==> src/rtl/mod_updown_counter.sv <==
// mod_updown_counter: synchronous up/down/bounce counter with a configurable
// width and modulus. It supports parallel load, a combinational terminal-count
// output and a registered wrap/reversal pulse.
// Optional build macro: MOD_UPDOWN_COUNTER_GRAY_EN adds a combinational q_gray output.
module mod_updown_counter #(
    parameter int unsigned     WIDTH   = 4,
    parameter longint unsigned MODULUS = 0
) (
    input  logic             clk,
    input  logic             rst,
    input  logic             en,
    input  logic [1:0]       mode,
    input  logic             load,
    input  logic [WIDTH-1:0] load_val,
    output logic [WIDTH-1:0] q,
    output logic [WIDTH-1:0] q_not,
    output logic             dir,
    output logic             tc,
`ifdef MOD_UPDOWN_COUNTER_GRAY_EN
    output logic [WIDTH-1:0] q_gray,
`endif
    output logic             wrap
);

    localparam logic [1:0] MODE_UP     = 2'b00;
    localparam logic [1:0] MODE_DOWN   = 2'b01;
    localparam logic [1:0] MODE_BOUNCE = 2'b10;

    localparam longint unsigned FULL_RANGE = 64'd1 << WIDTH;

    // Largest value q may hold; MODULUS of zero selects the full binary range.
    localparam logic [WIDTH-1:0] MAX = (MODULUS == 64'd0) ? {WIDTH{1'b1}}
                                                          : WIDTH'(MODULUS - 64'd1);

    if (WIDTH < 2 || WIDTH > 32) begin : g_bad_width
        $error("mod_updown_counter: WIDTH must be within 2..32");
    end

    if (MODULUS == 64'd1 || MODULUS > FULL_RANGE) begin : g_bad_modulus
        $error("mod_updown_counter: MODULUS must be 0 or within 2..2**WIDTH");
    end

    logic [WIDTH-1:0] q_nxt;
    logic             dir_nxt;
    logic             wrap_nxt;
    logic             at_max;
    logic             at_zero;

    assign at_max  = (q == MAX);
    assign at_zero = (q == '0);

    // State register: reset is sampled only at the clock edge.
    always_ff @(posedge clk) begin
        if (rst) begin
            q    <= '0;
            dir  <= 1'b1;
            wrap <= 1'b0;
        end else begin
            q    <= q_nxt;
            dir  <= dir_nxt;
            wrap <= wrap_nxt;
        end
    end

    // Next-state logic: load beats count; endpoints are tested before stepping, so q never leaves 0..MAX.
    always_comb begin
        q_nxt    = q;
        dir_nxt  = dir;
        wrap_nxt = 1'b0;
        if (load) begin
            q_nxt = (load_val > MAX) ? MAX : load_val;
            if (mode == MODE_UP) begin
                dir_nxt = 1'b1;
            end else if (mode == MODE_DOWN) begin
                dir_nxt = 1'b0;
            end
        end else begin
            case (mode)
                MODE_UP: begin
                    dir_nxt = 1'b1;
                    if (en) begin
                        if (at_max) begin
                            q_nxt    = '0;
                            wrap_nxt = 1'b1;
                        end else begin
                            q_nxt = q + WIDTH'(1);
                        end
                    end
                end
                MODE_DOWN: begin
                    dir_nxt = 1'b0;
                    if (en) begin
                        if (at_zero) begin
                            q_nxt    = MAX;
                            wrap_nxt = 1'b1;
                        end else begin
                            q_nxt = q - WIDTH'(1);
                        end
                    end
                end
                MODE_BOUNCE: begin
                    if (en) begin
                        if (dir) begin
                            if (at_max) begin
                                q_nxt    = MAX - WIDTH'(1);
                                dir_nxt  = 1'b0;
                                wrap_nxt = 1'b1;
                            end else begin
                                q_nxt = q + WIDTH'(1);
                            end
                        end else begin
                            if (at_zero) begin
                                q_nxt    = WIDTH'(1);
                                dir_nxt  = 1'b1;
                                wrap_nxt = 1'b1;
                            end else begin
                                q_nxt = q - WIDTH'(1);
                            end
                        end
                    end
                end
                default: begin
                    q_nxt = q;
                end
            endcase
        end
    end

    // Terminal count: high on the enabled cycle that precedes a wrap or reversal.
    always_comb begin
        tc = 1'b0;
        if (en) begin
            case (mode)
                MODE_UP:     tc = at_max;
                MODE_DOWN:   tc = at_zero;
                MODE_BOUNCE: tc = dir ? at_max : at_zero;
                default:     tc = 1'b0;
            endcase
        end
    end

    assign q_not = ~q;

`ifdef MOD_UPDOWN_COUNTER_GRAY_EN
    assign q_gray = q ^ (q >> 1);
`endif

endmodule

==> config.mk <==
export PLATFORM = sky130hd
export DESIGN_NAME = mod_updown_counter
export DESIGN_NICKNAME = d
export VERILOG_FILES = /design/src/rtl/mod_updown_counter.sv
export SDC_FILE = /design/constraint.sdc
export NUM_CORES = 1
export LEC_CHECK = 0
export CAP_MARGIN = 15
export CELL_PAD_IN_SITES_DETAIL_PLACEMENT = 1
export CELL_PAD_IN_SITES_GLOBAL_PLACEMENT = 1
export CORE_AREA = 2 2 57 59
export DETAILED_ROUTE_END_ITERATION = 10
export DIE_AREA = 0 0 59 61
export PLACE_DENSITY_LB_ADDON = 0.1
export SKIP_CTS_REPAIR_TIMING = 1
export SLEW_MARGIN = 15
export SYNTH_ARGS = -nofsm -noshare
export SYNTH_HDL_FRONTEND = slang
export SYNTH_SLANG_ARGS = --single-unit
==> constraint.sdc <==
create_clock -name clk -period 2.34 [get_ports clk]
set_clock_uncertainty 0.15 [all_clocks]
set_input_delay 0.468 -clock clk [delete_from_list [all_inputs] [get_ports clk]]
set_output_delay 0.468 -clock clk [all_outputs]
set_load 0.02 [all_outputs]
Yosys cells after proc, flatten, opt, wreduce, memory -nomap -nowiden

Index checks and enable logic that the tools add are counted.

$add $sub $neg: 2
Order comparisons: 1
Equality and inequality tests: 7
Multiplexer cells: 28
Bitwise operators: 1
Reduce and logical (&&, ||, !) cells: 7

Operators with widths:

| operator                                              | count |
|---|---|
| 2-to-1 mux 4 bit                                      | 10 |
| 2-to-1 mux 1 bit                                      | 14 |
| one-hot mux 4 bit (3 select lines)                    | 1 |
| != test 3 bit (second input constant)                 | 3 |
| one-hot mux 1 bit (3 select lines)                    | 3 |
| adder 4 x 1 -> 4 bit (second input constant)          | 1 |
| equality test 4 bit (second input constant)           | 1 |
| greater-than comparator 4 bit (second input constant) | 1 |
| logical NOT 4 bit                                     | 1 |
| inverter 4 bit                                        | 1 |
| AND reduction 4 bit                                   | 1 |
| nonzero test 4 bit                                    | 1 |
| subtractor 4 x 1 -> 4 bit (second input constant)     | 1 |
| != test 3 x 1 -> 1 bit (second input constant)        | 1 |
| AND reduction 3 bit                                   | 1 |
| nonzero test 3 bit                                    | 1 |
| equality test 2 x 1 -> 1 bit (second input constant)  | 1 |
| equality test 2 bit (second input constant)           | 1 |
| logical NOT 2 bit                                     | 1 |
| OR reduction 2 bit                                    | 1 |

Register bits after elaboration: 6
Input bits: 10
Output and inout bits: 11
Logic and storage cells: 49

Logic depth before layout (Yosys ltp)

Depth after elaboration: 6
Gate-level depth with buffers: 8
Gate-level depth less buffers: 7

Worst setup path after synthesis

No wires, ideal clock.

Path type: register -> output
Start point: reg q[0]
End point: out tc
Data arrival time: 1759 ps
Required time: 1722 ps
Setup slack: -37 ps
Cell stages (with the launch flop): 8
Path buffers: 1
Cell sequence: dfxtp_1 -> buf_6 -> inv_4 -> ha_1 -> or3b_1 -> o21ai_0 -> a222oi_1 -> nor2_1

Longest elaborated chain between the ends: 4
Elaborated cells on any way between the ends: 5
Those cells by class: eq/ne (1); mux (3); reduce/logical (1)

Ends and longest elaborated chain:

| element                                                  | line   | RTL |
|---|---|---|
| start, declared                                          | 15     | `output logic [WIDTH-1:0] q,` |
| start signal, assigned                                   | 59     | `q <= q_nxt;` |
| equality test 4 bit or logical NOT 4 bit (tied branches) | 49, 50 |  |
| 2-to-1 mux 1 bit                                         | 136    | `MODE_BOUNCE: tc = dir ? at_max : at_zero;` |
| one-hot mux 1 bit (3 select lines) (*)                   | 133    | `case (mode)` |
| 2-to-1 mux 1 bit (*)                                     | 132    | `if (en) begin` |
| end, declared                                            | 18     | `output logic tc,` |

Mark *: on every way between the ends. The rest lies on a longest branch, timed or not.

Worst setup path in the final report

Ends and elaborated chain as after synthesis.

==> metrics <==
status completed; Comb pwr share 0.602; Worst setup SP type flip-flop; Crit Path Class reg -> out; hold path cells 3; Peak supply drop 0.2420 mV; Syn-to-layout area delta 64.10%; Die Wd 59 microns; Sw Share 0.4154; RR Endpoint q[3]; Crit-path slowest cell or3b_4; Tot GR Track Use 0.1929; first-pass GRT wire length 5161 microns; reg-to-reg setup timing slack approximately 0.25 ns; FF+latch count, synth 6; Clock Sinks 6; fin crit share 0.9921; max_cap viols 0; Non-Filler Instances between 150 and 200; Critical Path RT 1.72 ns; sw power around 250 uW; drt wl/cell roughly 16 microns; first-pass detailed-route iteration total 6; I/O Buffers 20; crit-path cells inv_4 > ha_4 > or3b_4 > o21ai_2 > a222oi_1 > nor2_2 > buf_6; Antenna Nets Post-Route 0; clk slew on worst S/H paths 0.06 ns; Pint 349.4 uW; Worst R2R Path Depth 6; Ys Warns 0; Slew @ Worst Pin 0.3496 ns; commonest non-fill, non-tap cells in the layout buf_4, clkdlybuf4s50_1, inv_1, a21oi_1, nor2_1; Mapped Area ~840 sq um; post-DP HPWL 2527 microns; initial cell density of the core 0.2856; PwrDens ~430 nW/um^2; antenna diode count 0; Placed Instances just under 200; max-slew violations 0; nets@finish about 180; Max Fclk 430.8 MHz; num rows 20; syn_area_per_cell approximately 7 sq um; CTS Root Buffer Type clkbuf_4; initial antenna violation count 0; Sequential Power Share 0.211; Final min period around 2.3 ns; asr flop ratio synth 0; final setup TNS 0 ns; syn_nets 134; Core Footprint 2953 sq um; routability cong. 0.7836; Slew HR 0.7670; final WL between 3000 and 4000 microns; Mapped Cells approximately 120; Worst R2R Start dir; H-tree Lvls 1; EDFF count, synth 0; Hold WC Path Type reg -> reg; Seq/Total Area, Yosys 0.1424; die height around 60 microns; Residual DRC 0; TritonCTS buffer count 3; Ports 21; Max clock buf depth 2; Critical Path Fanout Max 4; TritonCTS clock tree yes; Worst path max stage delay around 0.38 ns; Worst EP arrival 1.70 ns; initial DRC count 34; clock share of power 0.187; DR vias 1064; GRT overflow 0; Critical Path Sink Type primary output; commonest non-fill, non-tap cell in the layout buf_4; unrepaired setup endpoints after global routing true; endpoints failing hold 0; drt via density ~5.4; Worst-Skew Late Latency about 0.27 ns; Final setup viols 0; ratio of cells with drive above 1 in the final layout 0.3742; Leak 0.0005859 uW; worst hold start q[1]; prevailing post-synth register cell dfxtp_1; number of global-route vias before repair around 1100; library cells used by synthesis 48; largest net degree at the start of global routing 11; die footprint ~3600 sq um; hold endpoint q[1]
-- metrics by stage --
stage               setup slack (ns)  area, sq um  hold WS [ns]    util  power [uW]
finish                       0.01857         1384        0.5752  0.4686       597.7
global route                -0.04269         1384        0.6160  0.4686       639.5
CTS                          -0.5836         1289        0.5882  0.4364       571.8
detailed placement           -0.5881         1266        0.5785  0.4288       459.8
global placement             -0.5212         1266        0.5701  0.4288       452.8
floorplan                    0.04008        845.8        0.3869       -       307.1
-- layer usage --
| layer | track usage | up-vias | part of all wire |
|---|---|---|---|
| met3 | 0.02132 | 8 | 0.030 |
| met2 | 0.3365 | 30 | 0.49 |
| li1 | - | 526 | - |
| met4 | 0.06818 | 0 | 0.026 |
| met5 | 0 | - | 0 |
| met1 | 0.2465 | 500 | 0.46 |
-- power groups by stage --
stage	registers (uW)	clock network [uW]	logic (uW)
final	126	112	360
after global routing	127	115	397
after CTS	124	112	336
after detailed placement	126	0	334
after global placement	126	0	327
after floorplan	135	0	172
-- critical path, delay by kind of cell (launching register included) --
family,cells,cell delay (ns)
AND/OR/NAND/NOR,2,0.51
flip-flops,1,0.36
AO/OA/AOI/OAI,2,0.24
buffers and inverters,2,0.18
adder cells (fa/ha/maj),1,0.12
-- registers in the layout, indices dropped and copies added (netlist names) --
register and count:
wrap 1, dir 1, q 4
-- cell type report --
cell class,count,area (sq um)
Clock buffer,3,22.52
Fill cell,369,1569
Inverter,13,56.30
Multi-Input combinational cell,90,693.2
Sequential cell,6,127.6
Tap cell,33,41.29
Timing Repair Buffer,51,442.9
-- kinds of logic (layout without fill, tap and decap cells) --
kind of cell / after synthesis / after routing / synth area share
xor+xnor: 1 / 1 / 0.01039
buf+inv: 21 / 67 / 0.1276
simple gates: 38 / 38 / 0.2522
fa+ha+maj: 7 / 7 / 0.1039
compound gates: 44 / 44 / 0.3635
flops: 6 / 6 / 0.1424
-- cells in the mapped netlist, types with 2 or more instances --
| master | n | area, sq um |
|---|---|---|
| a221o_1 | 2 | 20.02 |
| nor2_1 | 10 | 37.54 |
| dfxtp_1 | 6 | 120.1 |
| buf_2 | 4 | 20.02 |
| o21ai_0 | 7 | 35.03 |
| nor3_1 | 7 | 35.03 |
| buf_6 | 2 | 22.52 |
| nand2b_1 | 2 | 12.51 |
| o211ai_1 | 3 | 22.52 |
| o21ai_1 | 2 | 10.01 |
| inv_1 | 10 | 37.54 |
| nand2_1 | 5 | 18.77 |
| a31oi_1 | 3 | 18.77 |
| ha_1 | 7 | 87.58 |
| or2_2 | 2 | 12.51 |
| o31ai_1 | 2 | 15.01 |
| nand3_1 | 3 | 15.01 |
| a21oi_1 | 9 | 45.04 |
| inv_4 | 2 | 12.51 |
-- worst max path at each step --
stage | to | depth (start not counted) | from
2_1_floorplan | tc | 7 | q[0]
3_3_place_gp | tc | 6 | mode[0]
3_5_place_dp | tc | 6 | mode[0]
4_1_cts | tc | 6 | mode[0]
5_1_grt | tc | 7 | q[1]
6_report | tc | 7 | q[0]
Note: power is estimated with default switching activity, not from simulation.
